`src/rtl/instruction_sequencer.sv`:
```
// instruction_sequencer
//   Holds a small program in a DEPTH x 16 register array and hands it to a
//   processor one word at a time. Each word is presented on iin with a
//   one-cycle run pulse; the sequencer then waits for done before fetching
//   the next word. A word of 16'hFFFF halts the sequence once it completes.
//
//   Optional feature: define SEQ_TIMEOUT_EN to add an 8-bit watchdog on the
//   WAIT state and the sticky error output.
//
// Ports
//   clock    : system clock, all state changes on the rising edge
//   resetn   : synchronous reset, active HIGH
//   wr_en    : program-load write strobe (honoured in IDLE/HALT only)
//   wr_addr  : program-load word address
//   wr_data  : program-load word
//   start    : run the program from address 0 (honoured in IDLE/HALT only)
//   done     : processor completion for the word on iin (honoured in WAIT only)
//   iin      : instruction word presented to the processor
//   run      : one-cycle pulse marking a new valid iin
//   pc       : address of the word on iin
//   busy     : high in ISSUE or WAIT
//   halted   : high in HALT
//   error    : sticky watchdog timeout (SEQ_TIMEOUT_EN only)
module instruction_sequencer #(
    parameter int unsigned DEPTH = 16,
    parameter int unsigned AW    = 4
) (
    input  logic          clock,
    input  logic          resetn,
    input  logic          wr_en,
    input  logic [AW-1:0] wr_addr,
    input  logic [15:0]   wr_data,
    input  logic          start,
    input  logic          done,
    output logic [15:0]   iin,
    output logic          run,
    output logic [AW-1:0] pc,
    output logic          busy,
    output logic          halted
`ifdef SEQ_TIMEOUT_EN
    ,
    output logic          error
`endif
);

    typedef enum logic [1:0] {
        IDLE  = 2'd0,
        ISSUE = 2'd1,
        WAIT  = 2'd2,
        HALT  = 2'd3
    } state_t;

    state_t state, state_nxt;

    logic [15:0]   mem [DEPTH];
    logic          loadable;
    logic          mem_we;
    logic          launch;
    logic          advance;
    logic          fetch;
    logic [AW-1:0] fetch_addr;
    logic [15:0]   fetch_word;

    assign loadable = (state == IDLE) || (state == HALT);
    assign mem_we   = wr_en && loadable;
    assign launch   = start && loadable;
    assign advance  = (state == WAIT) && done && (iin != 16'hFFFF);
    assign fetch    = launch || advance;

    // The word is latched into iin on the edge that enters ISSUE, so run and
    // the new iin appear together and a prompt done gives a two-cycle
    // issue-to-issue spacing. pc wraps naturally at AW bits.
    assign fetch_addr = launch ? '0 : pc + AW'(1);

    // A write landing on the same edge as start must be seen by the first
    // fetch, so it is forwarded around the array.
    assign fetch_word = (mem_we && (wr_addr == fetch_addr)) ? wr_data : mem[fetch_addr];

`ifdef SEQ_TIMEOUT_EN
    logic [7:0] wdog;
    logic       timeout;

    // Fires on the WAIT cycle whose increment would bring the count to 255,
    // i.e. exactly 255 cycles after entering WAIT.
    assign timeout = (state == WAIT) && !done && (wdog == 8'hFE);
`endif

    // State register
    always_ff @(posedge clock) begin
        if (resetn) begin
            state <= IDLE;
        end else begin
            state <= state_nxt;
        end
    end

    // Next-state logic
    always_comb begin
        state_nxt = state;
        unique case (state)
            IDLE: begin
                if (start) state_nxt = ISSUE;
            end
            ISSUE: begin
                state_nxt = WAIT;
            end
            WAIT: begin
                if (done) begin
                    state_nxt = (iin == 16'hFFFF) ? HALT : ISSUE;
                end
`ifdef SEQ_TIMEOUT_EN
                else if (timeout) begin
                    state_nxt = HALT;
                end
`endif
            end
            HALT: begin
                if (start) state_nxt = ISSUE;
            end
            default: state_nxt = IDLE;
        endcase
    end

    // Output decode, purely from registered state
    always_comb begin
        run    = (state == ISSUE);
        busy   = (state == ISSUE) || (state == WAIT);
        halted = (state == HALT);
    end

    // Program store, deliberately not reset
    always_ff @(posedge clock) begin
        if (mem_we) begin
            mem[wr_addr] <= wr_data;
        end
    end

    // Fetch datapath
    always_ff @(posedge clock) begin
        if (resetn) begin
            pc  <= '0;
            iin <= '0;
        end else if (fetch) begin
            pc  <= fetch_addr;
            iin <= fetch_word;
        end
    end

`ifdef SEQ_TIMEOUT_EN
    // Watchdog and sticky error
    always_ff @(posedge clock) begin
        if (resetn) begin
            wdog  <= '0;
            error <= 1'b0;
        end else begin
            if (state == ISSUE) begin
                wdog <= '0;
            end else if ((state == WAIT) && !done) begin
                wdog <= wdog + 8'd1;
            end

            if (timeout) begin
                error <= 1'b1;
            end else if (launch) begin
                error <= 1'b0;
            end
        end
    end
`endif

endmodule

```
`config.mk`:
```
export PLATFORM = sky130hd
export DESIGN_NAME = instruction_sequencer
export DESIGN_NICKNAME = d
export VERILOG_FILES = /design/src/rtl/instruction_sequencer.sv
export SDC_FILE = /design/constraint.sdc
export NUM_CORES = 1
export LEC_CHECK = 0
export CAP_MARGIN = 20
export CORE_UTILIZATION = 56
export CTS_CLUSTER_DIAMETER = 40
export DETAILED_ROUTE_END_ITERATION = 8
export PLACE_DENSITY = 0.77
export SETUP_SLACK_MARGIN = 0.15
export SLEW_MARGIN = 25
export SYNTH_ARGS = -nofsm -noshare
export SYNTH_HDL_FRONTEND = slang
export SYNTH_SLANG_ARGS = --single-unit
```
`constraint.sdc`:
```
create_clock -name clock -period 6.09 [get_ports clock]
set_input_delay 0.9135 -clock clock [delete_from_list [all_inputs] [get_ports clock]]
set_output_delay 0.9135 -clock clock [all_outputs]
set_load 0.1 [all_outputs]
```
Word level (Yosys, flattened, before mapping)
Memories as Yosys holds them, arrays and structs flattened. A register that Yosys moved wholly into a read port is not among the register bits.
Cells that the tools add are included.
- flip-flop bits (word level): 6
- bits in latches: 0
- RAM bits: 256
- bits in read-only memories: 0
- output and inout port bits: 23
- word-level logic and storage cells: 28
- memories: 1
- add/sub/neg operators: 1
- multiply operators: 0
- div/mod/pow operators: 0
- order comparisons: 0
- equality and inequality tests: 7
- shift operators: 0
- mux-type cells: 7
- bitwise gates (word level): 0
- reduce and logical (&&, ||, !) cells: 10
- memory list (memory ; words ; width ; read ports ; clocked after memory_dff ; write ports ; line ; text):
    mem ; 16 ; 16 ; 1 ; 1 ; 1 ; 55 ; logic [15:0] mem [DEPTH];
- operators with widths (cell ; number):
    $eq A16 B16 Y1 const B ; 1
    $ne A16 B16 Y1 const B ; 1
    $mux W2 ; 3
    $pmux W2 S3 ; 1
    $add A4 B1 Y4 const B ; 1
    $eq A2 B2 Y1 const B ; 2
    $logic_and A1 B1 Y1 ; 4
    $mux W4 ; 1
    $logic_or A1 B1 Y1 ; 3
    $eq A2 B1 Y1 const B ; 1
    $logic_not A2 Y1 ; 1
    $mux W1 ; 2
    $ne A2 B1 Y1 const B ; 1
    $ne A2 B2 Y1 const B ; 1
    $reduce_and A2 Y1 ; 1
    $reduce_or A2 Y1 ; 1

Depth between registers and ports, before layout
- depth after elaboration: 5
- gate-level depth with buffers: 11
- mapped depth without buffers: 8

Worst setup path after synthesis
Ideal clock, no wire load.
- path kind: register -> register
- from: register pc[0]
- to: register iin[0], read port of mem
- library setup time: 0.122 ns
- data arrival time: 3.015 ns
- required time: 5.968 ns
- path slack: 2.952 ns
- stages on the path, launching flop included: 10
- period minus slack after synthesis: 3.138 ns
- cell sequence: dfxtp_1 -> ha_1 -> clkbuf_1 -> nor2b_1 -> xnor2_1 -> nand3_1 -> o41ai_2 -> buf_4 -> a311oi_1 -> a221o_1
- cells in the longest elaborated chain, start to end: 2
- ends and longest elaborated chain (what ; line ; text):
    start, declared ; 37 ; output logic [AW-1:0] pc,
    start signal, assigned ; 144 ; pc <= fetch_addr;
    $add A4 B1 Y4 ; 73 ; assign fetch_addr = launch ? '0 : pc + AW'(1);
    $mux W4 ; 73 ;
    end, declared ; 35 ; output logic [15:0] iin,
No other way between the ends.
A chain may end at the register's enable or synchronous reset.

Worst setup path after layout
- from: register pc[0]
- to: register iin[7], read port of mem
Same word-level chain as after synthesis.

==> run_results.csv <==
group,metric,value,unit
final_layout,final_common_cell,"edfxtp_1",
sta,max_freq,249,MHz
global_routing,grt.met2_usage,0.442,
logic_synthesis,async_flop_share,0,
routing,drt-wirelength-per-cell,25.8,um
setup_path,critical_path_class,"reg2reg",
place,dp_hpwl,17.3,mm
power_and_ir_drop,vdd_ir_drop_max,0.219,mV
clocking,post_cts_buffers,0,
logic_synthesis,synth_xor_area_frac,0.00533,
power_and_ir_drop,p_comb_frac,0.249,
place,numPortBuffers,47,
global_routing,met3_usage,0.0530,
setup_path,critPathLaunch,"pc[0]$_SDFFE_PP0P_",
clocking,cts-root-buf,"clkbuf_16",
clocking,clockBufferDepth,3,
sta,finalCritPeriodShare,0.660,
outcome,status,"completed",
logic_synthesis,synth.area.mux_share,0.0578,
logic_synthesis,synth_cell_types,48,
sta,hold_viol_final,0,
clocking,ctsResizeCount,0,
logic_synthesis,ys.flop_type,"edfxtp_1",
routing,drc,0,
power_and_ir_drop,power_density,405,mW/mm^2
sta,slew_violations,0,
global_routing,antenna_found_initial,0,
logic_synthesis,syn-instance-count,776,
final_layout,final_net_count,849,
logic_synthesis,synthAdderAreaFrac,0.00543,
setup_path,timing.critical_path.to_type,"flip-flop",
job,drv_cap,0,
logic_synthesis,synth_compound_area_frac,0.137,
clocking,cts_hold_buf,0,
routing,ant_nets,0,
routing,drt-vias-per-instance,6.73,
worst_hold_path,hold_path_class,"reg2reg",
clocking,clk_pin_slew,0.06,ns
sta,setup_viol,0,
sta,fin_worst_skew,0.00827,ns
power_and_ir_drop,seq_power_share,0.424,
clocking,cts_num_sinks,278,
floorplanning,coreArea,0.0202,mm^2
global_routing,grt_pass1_vias,7372,
logic_synthesis,synth_edf_count,256,
logic_synthesis,synth_area_leaders,"edfxtp_1, mux2i_1, dfxtp_1",
final_layout,insertedDiodeCount,0,
logic_synthesis,synth_top_family_by_area,"compound AO/OA/AOI/OAI gates",
clocking,cts_tree,"done",
logic_synthesis,ys_seq_area_frac,0.706,
setup_path,rrSetupSlack,2.07,ns
power_and_ir_drop,swShare,0.334,
worst_hold_path,min-delay-start,"pc[3]$_SDFFE_PP0P_",
floorplanning,io_pins,48,
sta,rsz0062_at_grt,"no",
logic_synthesis,synth_nets,806,
logic_synthesis,synth-simple-area-share,0.0595,
sta,fin_setup_tns,0,ns
global_routing,top_usage_layer,"met2",
logic_synthesis,syn_area,0.0115,mm^2
sta,period_needed,4.02,ns
final_layout,design_area,0.0133,mm^2
power_and_ir_drop,power_frac_clock,0.327,
power_and_ir_drop,leakage,4.15,nW
power_and_ir_drop,finalPower,5.40,mW
logic_synthesis,synth_top_area_share,0.668,
clocking,htree_levels,1,
clocking,clk_latency,0.55,ns
logic_synthesis,synth_top_area_cell,"edfxtp_1",
floorplanning,die_w,145,um
power_and_ir_drop,p_switching,1.80,mW
place,place_congestion,0.895,
routing,drtIter0Drc,829,
clocking,cts_made_buffers,31,
place,place_area,0.0123,mm^2
logic_synthesis,synth_seq_cells,278,
floorplanning,start_util,0.571,
global_routing,use_met1,0.369,
sta,worst_pin_slew,1.11,ns
floorplanning,die-area,0.0211,mm^2
setup_path,worstPathRequired,6.57,ns
global_routing,grt_max_degree,61,
setup_path,crit_arrival,4.50,ns
sta,slew_headroom,0.260,
final_layout,area_growth,15.7,%
routing,firstDrtPassIters,5,
routing,totalWireLength,28.8,mm
final_layout,mostFrequentLayoutCells,"edfxtp_1, mux2i_1, clkdlybuf4s50_1, a21oi_1, nor3_1",
setup_path,startpoint_type,"flip-flop",
floorplanning,die_h,145,um
floorplanning,row_count,52,
setup_path,path_max_fanout,60,
power_and_ir_drop,p_int,3.59,mW
final_layout,drive_above_1_share,0.107,
logic_synthesis,avgSynthCellArea,14.8,um^2
logic_synthesis,yosysWarnings,0,
global_routing,grt_pass1_wl,43.7,mm
global_routing,grt_overflow,0,
routing,vias,7493,
global_routing,grtUsageTotal,0.273,
setup_path,worstReg2RegStart,"pc[0]$_SDFFE_PP0P_",
==> power by group through the flow <==
stage / Clock [mW] / Sequential, mW / Combinational (mW)
CTS: 1.77 / 2.28 / 1.33
global placement: 0 / 2.31 / 1.28
finish: 1.77 / 2.29 / 1.34
global route: 1.85 / 2.29 / 1.41
detailed placement: 0 / 2.32 / 1.32
floorplan: 0 / 2.59 / 0.657
==> routing by layer <==
layer	vias to the layer above	share of wire	routed length (um)
li1	3214	-	-
met1	3710	0.39	11100
met2	481	0.48	13800
met3	88	0.10	2880
met4	0	0.035	1010
met5	-	0	0
==> sequential cells by signal (all words and copies together), names as in the netlist <==
name   flops
mem      256
iin       16
pc         4
state      2
==> area by class of cell <==
cell class                 count  area [um^2]
sequential                   278         8130
timing repair buffer          72          658
fill                        1364         6860
tap                          270          338
clock inverter                16          165
clock buffer                  41          813
inverter                      21         78.8
multi-input combinational    415         3130
==> Yosys cell counts, types with 19 or more instances <==
cell type and n:
a221oi_1 31, nor3_1 39, o22ai_1 33, mux2i_1 62, edfxtp_1 256, clkbuf_1 42, inv_1 19, nand2b_1 32
dfxtp_1 22, a221o_1 31, a21oi_1 35, nor2_1 36
==> metrics by stage <==
step                setup slack, ns  hold WS, ns  instances   util
finish                         2.07        0.507       1113  0.660
global route                   1.90        0.537       1113  0.660
CTS                            2.14        0.502       1113  0.659
detailed placement             1.96        0.493       1056  0.611
global placement               2.17        0.494       1056  0.610
floorplan                      2.95        0.510        776      -
==> worst max-delay path, stage by stage (launching register included) <==
cell and delay, ns:
dfxtp_4 0.64, buf_4 0.56, buf_4 0.71, a21o_1 0.14, buf_4 0.26, xnor2_1 0.14, or4_4 0.52, nor3_4 0.59
a221o_1 0.28
==> logic make-up (layout without fill, tap and decap cells) <==
kind of cell / count (synthesis) / in the layout
flip-flops: 278 / 278
AO/OA/AOI/OAI: 206 / 206
AND/OR/NAND/NOR: 132 / 132
buffers and inverters: 83 / 150
multiplexers: 65 / 65
XOR/XNOR: 7 / 7
adder cells (fa/ha/maj): 5 / 5
==> path summary, 6_finish.rpt <==
kind,cells after the start,end
max,8,iin[7]$_SDFFE_PP0P_
min,2,pc[3]$_SDFFE_PP0P_
max reg2reg,8,iin[7]$_SDFFE_PP0P_
min reg2reg,2,pc[3]$_SDFFE_PP0P_
No activity file was read; power rests on OpenSTA's default activity.
